==> config.mk <==
export PLATFORM = sky130hd
export DESIGN_NAME = rip_axi_arbiter_flat
export DESIGN_NICKNAME = d
export VERILOG_FILES = /design/src/rtl/rip_axi_arb_pkg.sv /design/src/rtl/rip_axi_interface.sv /design/src/rtl/rip_rr_arbiter_2.sv /design/src/rtl/rip_axi_arbiter.sv /design/src/flat_wrapper.sv
export SDC_FILE = /design/constraint.sdc
export NUM_CORES = 1
export LEC_CHECK = 0
export CORE_AREA = 2 2 230 232
export CTS_CLUSTER_SIZE = 40
export DETAILED_ROUTE_END_ITERATION = 10
export DIE_AREA = 0 0 232 234
export DONT_BUFFER_PORTS = 1
export PLACE_DENSITY_LB_ADDON = 0.2
export SYNTH_ARGS = -nofsm -noshare
export SYNTH_HDL_FRONTEND = slang
export SYNTH_SLANG_ARGS = --single-unit
export TNS_END_PERCENT = 20
==> constraint.sdc <==
create_clock -name clk -period 4.4 [get_ports clk]
set_input_delay 0.22 -clock clk [delete_from_list [all_inputs] [get_ports clk]]
set_output_delay 0.22 -clock clk [all_outputs]
set_load 0.01 [all_outputs]
==> src/rtl/rip_axi_arb_pkg.sv <==
// Shared types for the two-port AXI4 arbiter: FSM state enums and the one-hot owner encoding.
package rip_axi_arb_pkg;

  localparam int NUM_PORTS = 2;

  // One-hot owner: bit0 = requester 0, bit1 = requester 1, all-zero = no owner.
  typedef logic [NUM_PORTS-1:0] owner_t;

  localparam owner_t OWN_NONE = 2'b00;
  localparam owner_t OWN_S0   = 2'b01;
  localparam owner_t OWN_S1   = 2'b10;

  typedef enum logic [1:0] {
    RD_IDLE,
    RD_ADDR,
    RD_DATA
  } rd_state_t;

  typedef enum logic [1:0] {
    WR_IDLE,
    WR_XFER,
    WR_RESP
  } wr_state_t;

endpackage

==> src/rtl/rip_axi_interface.sv <==
// AXI4 bundle (with an AXI3-style WID) shared by requesters and the downstream master port.
interface rip_axi_interface #(
  parameter int ID_WIDTH   = 4,
  parameter int ADDR_WIDTH = 32,
  parameter int DATA_WIDTH = 32
);
  // Write address channel
  logic [ID_WIDTH-1:0]     awid;
  logic [ADDR_WIDTH-1:0]   awaddr;
  logic [7:0]              awlen;
  logic [2:0]              awsize;
  logic [1:0]              awburst;
  logic                    awvalid;
  logic                    awready;
  // Write data channel
  logic [ID_WIDTH-1:0]     wid;
  logic [DATA_WIDTH-1:0]   wdata;
  logic [DATA_WIDTH/8-1:0] wstrb;
  logic                    wlast;
  logic                    wvalid;
  logic                    wready;
  // Write response channel
  logic [ID_WIDTH-1:0]     bid;
  logic [1:0]              bresp;
  logic                    bvalid;
  logic                    bready;
  // Read address channel
  logic [ID_WIDTH-1:0]     arid;
  logic [ADDR_WIDTH-1:0]   araddr;
  logic [7:0]              arlen;
  logic [2:0]              arsize;
  logic [1:0]              arburst;
  logic                    arvalid;
  logic                    arready;
  // Read data channel
  logic [ID_WIDTH-1:0]     rid;
  logic [DATA_WIDTH-1:0]   rdata;
  logic [1:0]              rresp;
  logic                    rlast;
  logic                    rvalid;
  logic                    rready;

  modport master (
    output awid, awaddr, awlen, awsize, awburst, awvalid, input awready,
    output wid, wdata, wstrb, wlast, wvalid, input wready,
    input  bid, bresp, bvalid, output bready,
    output arid, araddr, arlen, arsize, arburst, arvalid, input arready,
    input  rid, rdata, rresp, rlast, rvalid, output rready
  );

  modport slave (
    input  awid, awaddr, awlen, awsize, awburst, awvalid, output awready,
    input  wid, wdata, wstrb, wlast, wvalid, output wready,
    output bid, bresp, bvalid, input bready,
    input  arid, araddr, arlen, arsize, arburst, arvalid, output arready,
    output rid, rdata, rresp, rlast, rvalid, input rready
  );
endinterface

==> src/rtl/rip_rr_arbiter_2.sv <==
// Two-way round-robin grant logic with a last-grant pointer updated on transaction completion.
module rip_rr_arbiter_2
  import rip_axi_arb_pkg::*;
(
  input  logic   clk,
  input  logic   rstn,
  input  logic [NUM_PORTS-1:0] req,
  input  logic   update,
  input  owner_t upd_owner,
  output owner_t grant
);

  owner_t last_reg;

  // Pointer starts at port 1 so port 0 wins the first tie; moves to the finishing owner.
  always_ff @(posedge clk or negedge rstn) begin
    if (!rstn) begin
      last_reg <= OWN_S1;
    end else if (update) begin
      last_reg <= upd_owner;
    end
  end

  // Combinational grant: on a tie, favour the port that was not granted last.
  always_comb begin
    grant = OWN_NONE;
    if (req == 2'b11) begin
      grant = (last_reg == OWN_S0) ? OWN_S1 : OWN_S0;
    end else if (req[0]) begin
      grant = OWN_S0;
    end else if (req[1]) begin
      grant = OWN_S1;
    end
  end

endmodule

==> src/rtl/rip_axi_arbiter.sv <==
// Two-to-one AXI4 master arbiter: independent round-robin read and write paths,
// one outstanding transaction each, combinational channel pass-through once granted.
module rip_axi_arbiter
  import rip_axi_arb_pkg::*;
#(
  parameter int ID_WIDTH   = 4,
  parameter int ADDR_WIDTH = 32,
  parameter int DATA_WIDTH = 32
) (
  input  logic             clk,
  input  logic             rstn,
  rip_axi_interface.slave  S0,
  rip_axi_interface.slave  S1,
  rip_axi_interface.master M,
  output owner_t           rd_owner,
  output owner_t           wr_owner
);

  rd_state_t rd_state_reg, rd_state_next;
  owner_t    rd_owner_reg, rd_owner_next;
  owner_t    rd_grant;
  logic      rd_upd;

  wr_state_t wr_state_reg, wr_state_next;
  owner_t    wr_owner_reg, wr_owner_next;
  owner_t    wr_grant;
  logic      wr_upd;
  logic      aw_done_reg, aw_done_next;
  logic      w_done_reg, w_done_next;
  logic [ID_WIDTH-1:0] wid_reg, wid_next;

  logic rd_sel1;
  logic wr_sel1;

  // Owners are one-hot whenever a path is busy, so bit1 alone selects the port.
  assign rd_sel1  = rd_owner_reg[1];
  assign wr_sel1  = wr_owner_reg[1];
  assign rd_owner = rd_owner_reg;
  assign wr_owner = wr_owner_reg;

  rip_rr_arbiter_2 u_rd_rr (
    .clk       (clk),
    .rstn      (rstn),
    .req       ({S1.arvalid, S0.arvalid}),
    .update    (rd_upd),
    .upd_owner (rd_owner_reg),
    .grant     (rd_grant)
  );

  rip_rr_arbiter_2 u_wr_rr (
    .clk       (clk),
    .rstn      (rstn),
    .req       ({S1.awvalid, S0.awvalid}),
    .update    (wr_upd),
    .upd_owner (wr_owner_reg),
    .grant     (wr_grant)
  );

  // Read and write state registers, cleared asynchronously.
  always_ff @(posedge clk or negedge rstn) begin
    if (!rstn) begin
      rd_state_reg <= RD_IDLE;
      rd_owner_reg <= OWN_NONE;
      wr_state_reg <= WR_IDLE;
      wr_owner_reg <= OWN_NONE;
      aw_done_reg  <= 1'b0;
      w_done_reg   <= 1'b0;
      wid_reg      <= '0;
    end else begin
      rd_state_reg <= rd_state_next;
      rd_owner_reg <= rd_owner_next;
      wr_state_reg <= wr_state_next;
      wr_owner_reg <= wr_owner_next;
      aw_done_reg  <= aw_done_next;
      w_done_reg   <= w_done_next;
      wid_reg      <= wid_next;
    end
  end

  // Read FSM: grant in idle, wait for AR handshake, then hold until RLAST is accepted.
  always_comb begin
    rd_state_next = rd_state_reg;
    rd_owner_next = rd_owner_reg;
    rd_upd        = 1'b0;
    case (rd_state_reg)
      RD_IDLE: begin
        if (rd_grant != OWN_NONE) begin
          rd_state_next = RD_ADDR;
          rd_owner_next = rd_grant;
        end
      end
      RD_ADDR: begin
        if (M.arvalid && M.arready) begin
          rd_state_next = RD_DATA;
        end
      end
      RD_DATA: begin
        if (M.rvalid && M.rready && M.rlast) begin
          rd_state_next = RD_IDLE;
          rd_owner_next = OWN_NONE;
          rd_upd        = 1'b1;
        end
      end
      default: begin
        rd_state_next = RD_IDLE;
        rd_owner_next = OWN_NONE;
      end
    endcase
  end

  // Write FSM: AW and the last W beat may finish in either order; respond once both are done.
  always_comb begin
    wr_state_next = wr_state_reg;
    wr_owner_next = wr_owner_reg;
    aw_done_next  = aw_done_reg;
    w_done_next   = w_done_reg;
    wid_next      = wid_reg;
    wr_upd        = 1'b0;
    case (wr_state_reg)
      WR_IDLE: begin
        if (wr_grant != OWN_NONE) begin
          wr_state_next = WR_XFER;
          wr_owner_next = wr_grant;
          aw_done_next  = 1'b0;
          w_done_next   = 1'b0;
          wid_next      = wr_grant[1] ? S1.awid : S0.awid;
        end
      end
      WR_XFER: begin
        if (M.awvalid && M.awready) begin
          aw_done_next = 1'b1;
        end
        if (M.wvalid && M.wready && M.wlast) begin
          w_done_next = 1'b1;
        end
        if (aw_done_next && w_done_next) begin
          wr_state_next = WR_RESP;
        end
      end
      WR_RESP: begin
        if (M.bvalid && M.bready) begin
          wr_state_next = WR_IDLE;
          wr_owner_next = OWN_NONE;
          aw_done_next  = 1'b0;
          w_done_next   = 1'b0;
          wr_upd        = 1'b1;
        end
      end
      default: begin
        wr_state_next = WR_IDLE;
        wr_owner_next = OWN_NONE;
        aw_done_next  = 1'b0;
        w_done_next   = 1'b0;
      end
    endcase
  end

  // AR/R routing: pass-through to and from the owner, everything else held at zero.
  always_comb begin
    M.arvalid  = 1'b0;
    M.arid     = '0;
    M.araddr   = {ADDR_WIDTH{1'b0}};
    M.arlen    = '0;
    M.arsize   = '0;
    M.arburst  = '0;
    M.rready   = 1'b0;
    S0.arready = 1'b0;
    S0.rvalid  = 1'b0;
    S0.rid     = '0;
    S0.rdata   = {DATA_WIDTH{1'b0}};
    S0.rresp   = '0;
    S0.rlast   = 1'b0;
    S1.arready = 1'b0;
    S1.rvalid  = 1'b0;
    S1.rid     = '0;
    S1.rdata   = {DATA_WIDTH{1'b0}};
    S1.rresp   = '0;
    S1.rlast   = 1'b0;
    if (rd_state_reg == RD_ADDR) begin
      M.arvalid  = rd_sel1 ? S1.arvalid : S0.arvalid;
      M.arid     = rd_sel1 ? S1.arid    : S0.arid;
      M.araddr   = rd_sel1 ? S1.araddr  : S0.araddr;
      M.arlen    = rd_sel1 ? S1.arlen   : S0.arlen;
      M.arsize   = rd_sel1 ? S1.arsize  : S0.arsize;
      M.arburst  = rd_sel1 ? S1.arburst : S0.arburst;
      S0.arready = !rd_sel1 && M.arready;
      S1.arready =  rd_sel1 && M.arready;
    end
    if (rd_state_reg == RD_DATA) begin
      M.rready = rd_sel1 ? S1.rready : S0.rready;
      if (rd_sel1) begin
        S1.rvalid = M.rvalid;
        S1.rid    = M.rid;
        S1.rdata  = M.rdata;
        S1.rresp  = M.rresp;
        S1.rlast  = M.rlast;
      end else begin
        S0.rvalid = M.rvalid;
        S0.rid    = M.rid;
        S0.rdata  = M.rdata;
        S0.rresp  = M.rresp;
        S0.rlast  = M.rlast;
      end
    end
  end

  // AW/W/B routing: AW and W are masked once their done flag is set so nothing is issued twice.
  always_comb begin
    M.awvalid  = 1'b0;
    M.awid     = '0;
    M.awaddr   = {ADDR_WIDTH{1'b0}};
    M.awlen    = '0;
    M.awsize   = '0;
    M.awburst  = '0;
    M.wvalid   = 1'b0;
    M.wid      = '0;
    M.wdata    = {DATA_WIDTH{1'b0}};
    M.wstrb    = '0;
    M.wlast    = 1'b0;
    M.bready   = 1'b0;
    S0.awready = 1'b0;
    S0.wready  = 1'b0;
    S0.bvalid  = 1'b0;
    S0.bid     = '0;
    S0.bresp   = '0;
    S1.awready = 1'b0;
    S1.wready  = 1'b0;
    S1.bvalid  = 1'b0;
    S1.bid     = '0;
    S1.bresp   = '0;
    if (wr_state_reg == WR_XFER) begin
      M.awvalid  = (wr_sel1 ? S1.awvalid : S0.awvalid) && !aw_done_reg;
      M.awid     = wr_sel1 ? S1.awid    : S0.awid;
      M.awaddr   = wr_sel1 ? S1.awaddr  : S0.awaddr;
      M.awlen    = wr_sel1 ? S1.awlen   : S0.awlen;
      M.awsize   = wr_sel1 ? S1.awsize  : S0.awsize;
      M.awburst  = wr_sel1 ? S1.awburst : S0.awburst;
      M.wvalid   = (wr_sel1 ? S1.wvalid : S0.wvalid) && !w_done_reg;
      M.wid      = wid_reg;
      M.wdata    = wr_sel1 ? S1.wdata : S0.wdata;
      M.wstrb    = wr_sel1 ? S1.wstrb : S0.wstrb;
      M.wlast    = wr_sel1 ? S1.wlast : S0.wlast;
      S0.awready = !wr_sel1 && M.awready && !aw_done_reg;
      S1.awready =  wr_sel1 && M.awready && !aw_done_reg;
      S0.wready  = !wr_sel1 && M.wready && !w_done_reg;
      S1.wready  =  wr_sel1 && M.wready && !w_done_reg;
    end
    if (wr_state_reg == WR_RESP) begin
      M.bready = wr_sel1 ? S1.bready : S0.bready;
      if (wr_sel1) begin
        S1.bvalid = M.bvalid;
        S1.bid    = M.bid;
        S1.bresp  = M.bresp;
      end else begin
        S0.bvalid = M.bvalid;
        S0.bid    = M.bid;
        S0.bresp  = M.bresp;
      end
    end
  end

endmodule

==> src/flat_wrapper.sv <==
// flat-port wrapper written by rule: the top's interface ports become plain ports
module rip_axi_arbiter_flat import rip_axi_arb_pkg::*;
#(
  parameter int ID_WIDTH   = 4,
  parameter int ADDR_WIDTH = 32,
  parameter int DATA_WIDTH = 32
)
  (clk, rstn, rd_owner, wr_owner, S0_awid, S0_awaddr, S0_awlen, S0_awsize, S0_awburst, S0_awvalid, S0_awready, S0_wid, S0_wdata, S0_wstrb, S0_wlast, S0_wvalid, S0_wready, S0_bid, S0_bresp, S0_bvalid, S0_bready, S0_arid, S0_araddr, S0_arlen, S0_arsize, S0_arburst, S0_arvalid, S0_arready, S0_rid, S0_rdata, S0_rresp, S0_rlast, S0_rvalid, S0_rready, S1_awid, S1_awaddr, S1_awlen, S1_awsize, S1_awburst, S1_awvalid, S1_awready, S1_wid, S1_wdata, S1_wstrb, S1_wlast, S1_wvalid, S1_wready, S1_bid, S1_bresp, S1_bvalid, S1_bready, S1_arid, S1_araddr, S1_arlen, S1_arsize, S1_arburst, S1_arvalid, S1_arready, S1_rid, S1_rdata, S1_rresp, S1_rlast, S1_rvalid, S1_rready, M_awid, M_awaddr, M_awlen, M_awsize, M_awburst, M_awvalid, M_awready, M_wid, M_wdata, M_wstrb, M_wlast, M_wvalid, M_wready, M_bid, M_bresp, M_bvalid, M_bready, M_arid, M_araddr, M_arlen, M_arsize, M_arburst, M_arvalid, M_arready, M_rid, M_rdata, M_rresp, M_rlast, M_rvalid, M_rready);
  rip_axi_interface #(.ID_WIDTH(ID_WIDTH), .ADDR_WIDTH(ADDR_WIDTH), .DATA_WIDTH(DATA_WIDTH)) S0_i ();
  rip_axi_interface #(.ID_WIDTH(ID_WIDTH), .ADDR_WIDTH(ADDR_WIDTH), .DATA_WIDTH(DATA_WIDTH)) S1_i ();
  rip_axi_interface #(.ID_WIDTH(ID_WIDTH), .ADDR_WIDTH(ADDR_WIDTH), .DATA_WIDTH(DATA_WIDTH)) M_i ();
  input  logic clk;
  input  logic rstn;
  output owner_t rd_owner;
  output owner_t wr_owner;
  input wire logic [$bits(S0_i.awid)-1:0] S0_awid;
  input wire logic [$bits(S0_i.awaddr)-1:0] S0_awaddr;
  input wire logic [$bits(S0_i.awlen)-1:0] S0_awlen;
  input wire logic [$bits(S0_i.awsize)-1:0] S0_awsize;
  input wire logic [$bits(S0_i.awburst)-1:0] S0_awburst;
  input wire logic [$bits(S0_i.awvalid)-1:0] S0_awvalid;
  output wire logic [$bits(S0_i.awready)-1:0] S0_awready;
  input wire logic [$bits(S0_i.wid)-1:0] S0_wid;
  input wire logic [$bits(S0_i.wdata)-1:0] S0_wdata;
  input wire logic [$bits(S0_i.wstrb)-1:0] S0_wstrb;
  input wire logic [$bits(S0_i.wlast)-1:0] S0_wlast;
  input wire logic [$bits(S0_i.wvalid)-1:0] S0_wvalid;
  output wire logic [$bits(S0_i.wready)-1:0] S0_wready;
  output wire logic [$bits(S0_i.bid)-1:0] S0_bid;
  output wire logic [$bits(S0_i.bresp)-1:0] S0_bresp;
  output wire logic [$bits(S0_i.bvalid)-1:0] S0_bvalid;
  input wire logic [$bits(S0_i.bready)-1:0] S0_bready;
  input wire logic [$bits(S0_i.arid)-1:0] S0_arid;
  input wire logic [$bits(S0_i.araddr)-1:0] S0_araddr;
  input wire logic [$bits(S0_i.arlen)-1:0] S0_arlen;
  input wire logic [$bits(S0_i.arsize)-1:0] S0_arsize;
  input wire logic [$bits(S0_i.arburst)-1:0] S0_arburst;
  input wire logic [$bits(S0_i.arvalid)-1:0] S0_arvalid;
  output wire logic [$bits(S0_i.arready)-1:0] S0_arready;
  output wire logic [$bits(S0_i.rid)-1:0] S0_rid;
  output wire logic [$bits(S0_i.rdata)-1:0] S0_rdata;
  output wire logic [$bits(S0_i.rresp)-1:0] S0_rresp;
  output wire logic [$bits(S0_i.rlast)-1:0] S0_rlast;
  output wire logic [$bits(S0_i.rvalid)-1:0] S0_rvalid;
  input wire logic [$bits(S0_i.rready)-1:0] S0_rready;
  input wire logic [$bits(S1_i.awid)-1:0] S1_awid;
  input wire logic [$bits(S1_i.awaddr)-1:0] S1_awaddr;
  input wire logic [$bits(S1_i.awlen)-1:0] S1_awlen;
  input wire logic [$bits(S1_i.awsize)-1:0] S1_awsize;
  input wire logic [$bits(S1_i.awburst)-1:0] S1_awburst;
  input wire logic [$bits(S1_i.awvalid)-1:0] S1_awvalid;
  output wire logic [$bits(S1_i.awready)-1:0] S1_awready;
  input wire logic [$bits(S1_i.wid)-1:0] S1_wid;
  input wire logic [$bits(S1_i.wdata)-1:0] S1_wdata;
  input wire logic [$bits(S1_i.wstrb)-1:0] S1_wstrb;
  input wire logic [$bits(S1_i.wlast)-1:0] S1_wlast;
  input wire logic [$bits(S1_i.wvalid)-1:0] S1_wvalid;
  output wire logic [$bits(S1_i.wready)-1:0] S1_wready;
  output wire logic [$bits(S1_i.bid)-1:0] S1_bid;
  output wire logic [$bits(S1_i.bresp)-1:0] S1_bresp;
  output wire logic [$bits(S1_i.bvalid)-1:0] S1_bvalid;
  input wire logic [$bits(S1_i.bready)-1:0] S1_bready;
  input wire logic [$bits(S1_i.arid)-1:0] S1_arid;
  input wire logic [$bits(S1_i.araddr)-1:0] S1_araddr;
  input wire logic [$bits(S1_i.arlen)-1:0] S1_arlen;
  input wire logic [$bits(S1_i.arsize)-1:0] S1_arsize;
  input wire logic [$bits(S1_i.arburst)-1:0] S1_arburst;
  input wire logic [$bits(S1_i.arvalid)-1:0] S1_arvalid;
  output wire logic [$bits(S1_i.arready)-1:0] S1_arready;
  output wire logic [$bits(S1_i.rid)-1:0] S1_rid;
  output wire logic [$bits(S1_i.rdata)-1:0] S1_rdata;
  output wire logic [$bits(S1_i.rresp)-1:0] S1_rresp;
  output wire logic [$bits(S1_i.rlast)-1:0] S1_rlast;
  output wire logic [$bits(S1_i.rvalid)-1:0] S1_rvalid;
  input wire logic [$bits(S1_i.rready)-1:0] S1_rready;
  output wire logic [$bits(M_i.awid)-1:0] M_awid;
  output wire logic [$bits(M_i.awaddr)-1:0] M_awaddr;
  output wire logic [$bits(M_i.awlen)-1:0] M_awlen;
  output wire logic [$bits(M_i.awsize)-1:0] M_awsize;
  output wire logic [$bits(M_i.awburst)-1:0] M_awburst;
  output wire logic [$bits(M_i.awvalid)-1:0] M_awvalid;
  input wire logic [$bits(M_i.awready)-1:0] M_awready;
  output wire logic [$bits(M_i.wid)-1:0] M_wid;
  output wire logic [$bits(M_i.wdata)-1:0] M_wdata;
  output wire logic [$bits(M_i.wstrb)-1:0] M_wstrb;
  output wire logic [$bits(M_i.wlast)-1:0] M_wlast;
  output wire logic [$bits(M_i.wvalid)-1:0] M_wvalid;
  input wire logic [$bits(M_i.wready)-1:0] M_wready;
  input wire logic [$bits(M_i.bid)-1:0] M_bid;
  input wire logic [$bits(M_i.bresp)-1:0] M_bresp;
  input wire logic [$bits(M_i.bvalid)-1:0] M_bvalid;
  output wire logic [$bits(M_i.bready)-1:0] M_bready;
  output wire logic [$bits(M_i.arid)-1:0] M_arid;
  output wire logic [$bits(M_i.araddr)-1:0] M_araddr;
  output wire logic [$bits(M_i.arlen)-1:0] M_arlen;
  output wire logic [$bits(M_i.arsize)-1:0] M_arsize;
  output wire logic [$bits(M_i.arburst)-1:0] M_arburst;
  output wire logic [$bits(M_i.arvalid)-1:0] M_arvalid;
  input wire logic [$bits(M_i.arready)-1:0] M_arready;
  input wire logic [$bits(M_i.rid)-1:0] M_rid;
  input wire logic [$bits(M_i.rdata)-1:0] M_rdata;
  input wire logic [$bits(M_i.rresp)-1:0] M_rresp;
  input wire logic [$bits(M_i.rlast)-1:0] M_rlast;
  input wire logic [$bits(M_i.rvalid)-1:0] M_rvalid;
  output wire logic [$bits(M_i.rready)-1:0] M_rready;
  assign S0_i.awid = S0_awid;
  assign S0_i.awaddr = S0_awaddr;
  assign S0_i.awlen = S0_awlen;
  assign S0_i.awsize = S0_awsize;
  assign S0_i.awburst = S0_awburst;
  assign S0_i.awvalid = S0_awvalid;
  assign S0_awready = S0_i.awready;
  assign S0_i.wid = S0_wid;
  assign S0_i.wdata = S0_wdata;
  assign S0_i.wstrb = S0_wstrb;
  assign S0_i.wlast = S0_wlast;
  assign S0_i.wvalid = S0_wvalid;
  assign S0_wready = S0_i.wready;
  assign S0_bid = S0_i.bid;
  assign S0_bresp = S0_i.bresp;
  assign S0_bvalid = S0_i.bvalid;
  assign S0_i.bready = S0_bready;
  assign S0_i.arid = S0_arid;
  assign S0_i.araddr = S0_araddr;
  assign S0_i.arlen = S0_arlen;
  assign S0_i.arsize = S0_arsize;
  assign S0_i.arburst = S0_arburst;
  assign S0_i.arvalid = S0_arvalid;
  assign S0_arready = S0_i.arready;
  assign S0_rid = S0_i.rid;
  assign S0_rdata = S0_i.rdata;
  assign S0_rresp = S0_i.rresp;
  assign S0_rlast = S0_i.rlast;
  assign S0_rvalid = S0_i.rvalid;
  assign S0_i.rready = S0_rready;
  assign S1_i.awid = S1_awid;
  assign S1_i.awaddr = S1_awaddr;
  assign S1_i.awlen = S1_awlen;
  assign S1_i.awsize = S1_awsize;
  assign S1_i.awburst = S1_awburst;
  assign S1_i.awvalid = S1_awvalid;
  assign S1_awready = S1_i.awready;
  assign S1_i.wid = S1_wid;
  assign S1_i.wdata = S1_wdata;
  assign S1_i.wstrb = S1_wstrb;
  assign S1_i.wlast = S1_wlast;
  assign S1_i.wvalid = S1_wvalid;
  assign S1_wready = S1_i.wready;
  assign S1_bid = S1_i.bid;
  assign S1_bresp = S1_i.bresp;
  assign S1_bvalid = S1_i.bvalid;
  assign S1_i.bready = S1_bready;
  assign S1_i.arid = S1_arid;
  assign S1_i.araddr = S1_araddr;
  assign S1_i.arlen = S1_arlen;
  assign S1_i.arsize = S1_arsize;
  assign S1_i.arburst = S1_arburst;
  assign S1_i.arvalid = S1_arvalid;
  assign S1_arready = S1_i.arready;
  assign S1_rid = S1_i.rid;
  assign S1_rdata = S1_i.rdata;
  assign S1_rresp = S1_i.rresp;
  assign S1_rlast = S1_i.rlast;
  assign S1_rvalid = S1_i.rvalid;
  assign S1_i.rready = S1_rready;
  assign M_awid = M_i.awid;
  assign M_awaddr = M_i.awaddr;
  assign M_awlen = M_i.awlen;
  assign M_awsize = M_i.awsize;
  assign M_awburst = M_i.awburst;
  assign M_awvalid = M_i.awvalid;
  assign M_i.awready = M_awready;
  assign M_wid = M_i.wid;
  assign M_wdata = M_i.wdata;
  assign M_wstrb = M_i.wstrb;
  assign M_wlast = M_i.wlast;
  assign M_wvalid = M_i.wvalid;
  assign M_i.wready = M_wready;
  assign M_i.bid = M_bid;
  assign M_i.bresp = M_bresp;
  assign M_i.bvalid = M_bvalid;
  assign M_bready = M_i.bready;
  assign M_arid = M_i.arid;
  assign M_araddr = M_i.araddr;
  assign M_arlen = M_i.arlen;
  assign M_arsize = M_i.arsize;
  assign M_arburst = M_i.arburst;
  assign M_arvalid = M_i.arvalid;
  assign M_i.arready = M_arready;
  assign M_i.rid = M_rid;
  assign M_i.rdata = M_rdata;
  assign M_i.rresp = M_rresp;
  assign M_i.rlast = M_rlast;
  assign M_i.rvalid = M_rvalid;
  assign M_rready = M_i.rready;
  rip_axi_arbiter #(.ID_WIDTH(ID_WIDTH), .ADDR_WIDTH(ADDR_WIDTH), .DATA_WIDTH(DATA_WIDTH)) u_core (.clk(clk), .rstn(rstn), .S0(S0_i), .S1(S1_i), .M(M_i), .rd_owner(rd_owner), .wr_owner(wr_owner));
endmodule
# --- After elaboration in Yosys (flattened, before gate mapping) ---
# Index checks and enable logic that the tools add are counted.
totals:
  inputBits: 340
  elab_cells: 167
  ff_bits: 18
  output_inout_bits: 248
op_classes:
  bitwise: 2
  n_eq_ne: 14
  n_reduce_logical: 34
  muxes: 108
op_table:
  columns: ["operator", "count"]
  rows:
  - ["32-bit two-way mux", 10]
  - ["4-bit two-way mux", 16]
  - ["2-bit two-way mux", 28]
  - ["1-bit two-way mux", 40]
  - ["8-bit two-way mux", 4]
  - ["2-bit case mux with 3 select lines", 4]
  - ["1-bit logical AND", 20]
  - ["3-bit two-way mux", 4]
  - ["2-bit by 1-bit inequality test with 1-bit output (second input constant)", 6]
  - ["3-bit AND reduction", 4]
  - ["2-bit by 1-bit equality test with 1-bit output (second input constant)", 4]
  - ["2-bit equality test (second input constant)", 4]
  - ["1-bit case mux with 3 select lines", 2]
  - ["1-bit logical NOT", 4]
  - ["2-bit logical NOT", 2]
  - ["2-bit AND reduction", 2]
  - ["2-bit nonzero test", 2]
  - ["1-bit NOT", 2]

# --- Longest topological paths before layout ---
logic_depth:
  word_depth: 10
  depth_mapped: 6
  mapped_depth_nobuf: 4

# --- Cells and area by module ---
# From an unflattened synthesis, not the netlist that was laid out.
hier_totals:
  hier_cells: 532
  hier_area_um2: 3788.6
modules_own_cells:
  columns: ["mod", "seq_area_each_um2", "area_each_um2", "n_inst", "cells_each"]
  rows:
  - ["rip_axi_arbiter", 350.3, 3595.9, 1, 516]
  - ["rip_rr_arbiter_2", 51.3, 96.3, 2, 8]

# --- Least setup slack after synthesis ---
# Ideal clock, no wire load.
synth_path:
  path_type: "flip-flop to output port"
  from: "register u_core.wr_owner_reg[1] (netlist: u_core.wr_owner[1])"
  to: "output port S0_awready"
  path_buffers: 3
  slack_ps: 2698
  stages_incl_launch_ff: 5
  required_time_ps: 4180
  arrival_ps: 1482
  cell_sequence: "dfrtp_1 buf_2 buf_4 buf_4 nor4b_1"
synth_between:
  elab_chain_len: 4
synth_rtl:
  columns: ["element", "line_no", "source"]
  rows:
  - ["start: declaration", "rip_axi_arbiter.sv:25", "owner_t wr_owner_reg, wr_owner_next;"]
  - ["start signal: assignment", "rip_axi_arbiter.sv:73", "wr_owner_reg <= wr_owner_next;"]
  - ["1-bit logical NOT", "rip_axi_arbiter.sv:243", "S0.awready = !wr_sel1 && M.awready && !aw_done_reg;"]
  - ["1-bit logical AND (2 in a row)", "rip_axi_arbiter.sv:243", null]
  - ["1-bit two-way mux", "rip_axi_arbiter.sv:231", "if (wr_state_reg == WR_XFER) begin"]
  - ["end: declaration", "flat_wrapper.sv:22", "output wire logic [$bits(S0_i.awready)-1:0] S0_awready;"]
# No other way between the ends.

# --- Worst setup path after layout ---
layout_path:
  from: "register u_core.rd_owner_reg[1] (netlist: u_core.rd_owner[1])"
  to: "output port S1_rdata[23]"
layout_between:
  elab_chain_len: 2
layout_rtl:
  columns: ["element", "line_no", "source"]
  rows:
  - ["start: declaration", "rip_axi_arbiter.sv:20", "owner_t rd_owner_reg, rd_owner_next;"]
  - ["start signal: assignment", "rip_axi_arbiter.sv:71", "rd_owner_reg <= rd_owner_next;"]
  - ["32-bit two-way mux", "rip_axi_arbiter.sv:191", "if (rd_sel1) begin"]
  - ["32-bit two-way mux", "rip_axi_arbiter.sv:189", "if (rd_state_reg == RD_DATA) begin"]
  - ["end: declaration", "flat_wrapper.sv:71", "output wire logic [$bits(S1_i.rdata)-1:0] S1_rdata;"]
# No other way between the ends.

==> impl_metrics.csv <==
group,metric,value,unit
drt,wirelength,18100,µm
sta,fmax,367,MHz
cts,cts-root-buf,"clkbuf_16",
synthesis,ys_seq_elements,18,
drt,wire_per_inst,15.3,µm
drt,drc_errors,0,
synthesis,yosys.area.top_type,"mux2i_1",
drt,ant_nets,0,
sta,rsz0062_at_grt,"no",
power_and_ir_drop,p_per_area,611,mW/mm²
synthesis,synth.top_cell.area_share,39.0,%
sta,layout_setup_ws,1.67,ns
placed_design,hpwl,15500,µm
sta,fin_crit,2.73,ns
sta,hold_violations,0,
drt,dr.pass1.iters,4,
sta,setup_viol,0,
cts,h-tree-depth,1,
synthesis,synth_top_family_by_area,"multiplexers",
synthesis,syn-num-nets,858,
flow_run,drv_cap,0,
synthesis,synth_flop_cell,"dfrtp_1",
synthesis,ys_types,38,
setup_path,setup.worst_path.start_class,"flop",
finish,largest_reg_flops,4,
synthesis,syn-cell-area,0.00367,mm²
drt,num_vias,3709,
synthesis,synth_compound_area_share,4.23,%
setup_path,reg2reg_depth,5,
synthesis,synthAdderAreaFrac,0,%
finish,area_growth,23.2,%
global_route,antenna_found_initial,4,
placed_design,dp.cells,1171,
min_path,hp-class,"in2reg",
setup_path,critPathMaxFanout,58,
die,die_w,232,µm
cts,cts_buffers,3,
synthesis,synthMuxAreaShare,40.1,%
drt,drt_iter0_drc,168,
drt,viasPerCell,3.14,
cts,clock_latency,0.26,ns
die,dieArea,0.0543,mm²
placed_design,place.gp.congestion,0.839,
sta,fin_setup_tns,0,ns
sta,maxSlewHeadroom,30.2,%
synthesis,ys_top_cells_by_area,"mux2i_1 39%, and2_1 17%, nor2_1 15%, dfrtp_1 11%, buf_2 2.5%",
finish,drive_gt1_share,4.51,%
setup_path,crit_start,"u_core.rd_owner[1]",
finish,nets,829,
setup_path,slowest_delay,0.98,ns
synthesis,avgSynthCellArea,7.08,µm²
setup_path,timing.rr.end,"u_core.wr_state_reg[1]",
setup_path,crit_cells,2,
cts,tritoncts,"built",
min_path,min_from,"M_arready",
cts,cts.sink_count,18,
setup_path,crit_type,"reg2out",
synthesis,synth_edf_count,0,
sta,finalCritPeriodShare,61.9,%
synthesis,synthArstFlopShare,100,%
setup_path,r2r_setup_slack,2.03,ns
setup_path,endpoint_kind,"primary output",
synthesis,ys.warnings.count,0,
global_route,grt_start_max_net_pins,93,
global_route,grt_pass1_vias,3179,
die,core-area,0.0520,mm²
placed_design,dp_slack,1.88,ns
global_route,grt_first_pass_wirelength,21500,µm
synthesis,synth_xor_xnor_area_share,0,%
sta,slew_viol_final,0,
cts,post_cts_resized,0,
status,status,"completed",
synthesis,ys_top_cells_by_count,"145 x nor2_1, 143 x mux2i_1, 98 x and2_1, 18 x buf_2, 16 x dfrtp_1",
sta,tightest_slew,1.05,ns
setup_path,cpLargestDelayFamily,"simple AND/OR/NAND/NOR gates",
setup_path,worst-path-buf-inv,0,
die,io_pins,588,
setup_path,slowest_stage,"dfrtp_4",
setup_path,critPathRequiredTime,4.18,ns
setup_path,r2r_start,"u_core.wr_owner[1]",
cts,cts_buffer_depth,2,
setup_path,cp.arrival,2.51,ns
synthesis,synth.most_common_cell,"nor2_1",
synthesis,synth-simple-area-share,37.5,%
synthesis,yosysSeqAreaShare,12.4,%
finish,final-instance-count-excl-fill,1182,
die,start_util,7.05,%
cts,cts.clk_slew.worst_paths,0.06,ns
synthesis,synthCells,518,
global_route,track_usage,5.54,%
setup_path,cp_cell_sequence,"and3_1 -> and2_1",
power_and_ir_drop,power,2760,µW
power_and_ir_drop,ir_drop,219,µV
placed_design,portBuffers,0,
die,die_h,234,µm
sta,clock_skew,0.00461,ns
die,rows,84,
global_route,grt_overflow,0,
setup_path,endpoint,"S1_rdata[23]",
min_path,hold_depth,1,
power_and_ir_drop,p_leak,0.00157,µW
==> where the power goes <==
group	internal, µW	switching [µW]
combinational	653	1390
clock	139	81.3
sequential	239	258
total	1030	1730
==> cell usage in the layout, fill, tap and decap left out, types with 2 or more instances in the layout <==
cell type  count
inv_1          7
nor2_1       145
nor2b_1        4
nor4b_1        2
nand2_1       11
and2_1        98
buf_4          6
mux2i_1      143
nand2b_1       2
o21ai_1        2
o22ai_1        3
dfstp_2        2
nor3_1         4
and3_1         3
clkbuf_16      3
a21oi_1        4
dfrtp_1       14
mux2_2         2
diode_2        6
nand3_1        3
dfrtp_4        2
o21ai_0        8
==> layout make-up <==
| type | count | area (µm²) |
|---|---|---|
| tap | 688 | 861 |
| clock buffer | 4 | 88.8 |
| multi-input combinational | 452 | 3010 |
| fill | 6052 | 47500 |
| antenna | 6 | 15.0 |
| timing repair buffer | 7 | 55.1 |
| inverter | 7 | 26.3 |
| sequential | 18 | 460 |
==> logic make-up after synthesis <==
group	after synthesis
and+or+nand+nor	281
buffers and inverters	48
muxes	146
DFF	18
AOI/OAI and AO/OA	25
==> metrics by stage <==
stage                     util [%]  area (µm²)  hold WS [ns]
after floorplan                  -        3670       -0.0756
after global placement        8.46        4400       -0.0737
after detailed placement      8.46        4400       -0.0732
after CTS                     8.65        4500        0.0613
after global routing          8.66        4510        0.0650
final                         8.68        4520        0.0721
==> worst reg2reg max path: stages, from the launching register on <==
cell and delay, ns:
dfrtp_4 0.85, buf_4 0.59, mux2i_1 0.36, inv_1 0.09, a31oi_1 0.24, o22ai_1 0.12
==> worst min path at each step <==
stage | endpoint | slack, ns
finish | u_core.rd_state_reg[0] | 0.07
global route | u_core.rd_state_reg[0] | 0.06
CTS | u_core.rd_state_reg[0] | 0.06
detailed placement | u_core.u_rd_rr.last_reg[0] | -0.07
global placement | u_core.u_rd_rr.last_reg[0] | -0.07
floorplan | u_core.aw_done_reg | -0.08
==> layer usage <==
metal	global-route usage, %	up-vias	part of all wire, %
met5	0	-	0.094
met3	2.18	17	12
li1	-	1663	-
met2	9.22	302	49
met4	2.34	2	2.8
met1	6.31	1725	36
==> what timing repair did <==
item | CTS | global route
buffers inserted | 0 | 0
hold buffers | 1 | 0
hold endpoints to repair | 18 | 0
Power figures use the tool's default switching activity.
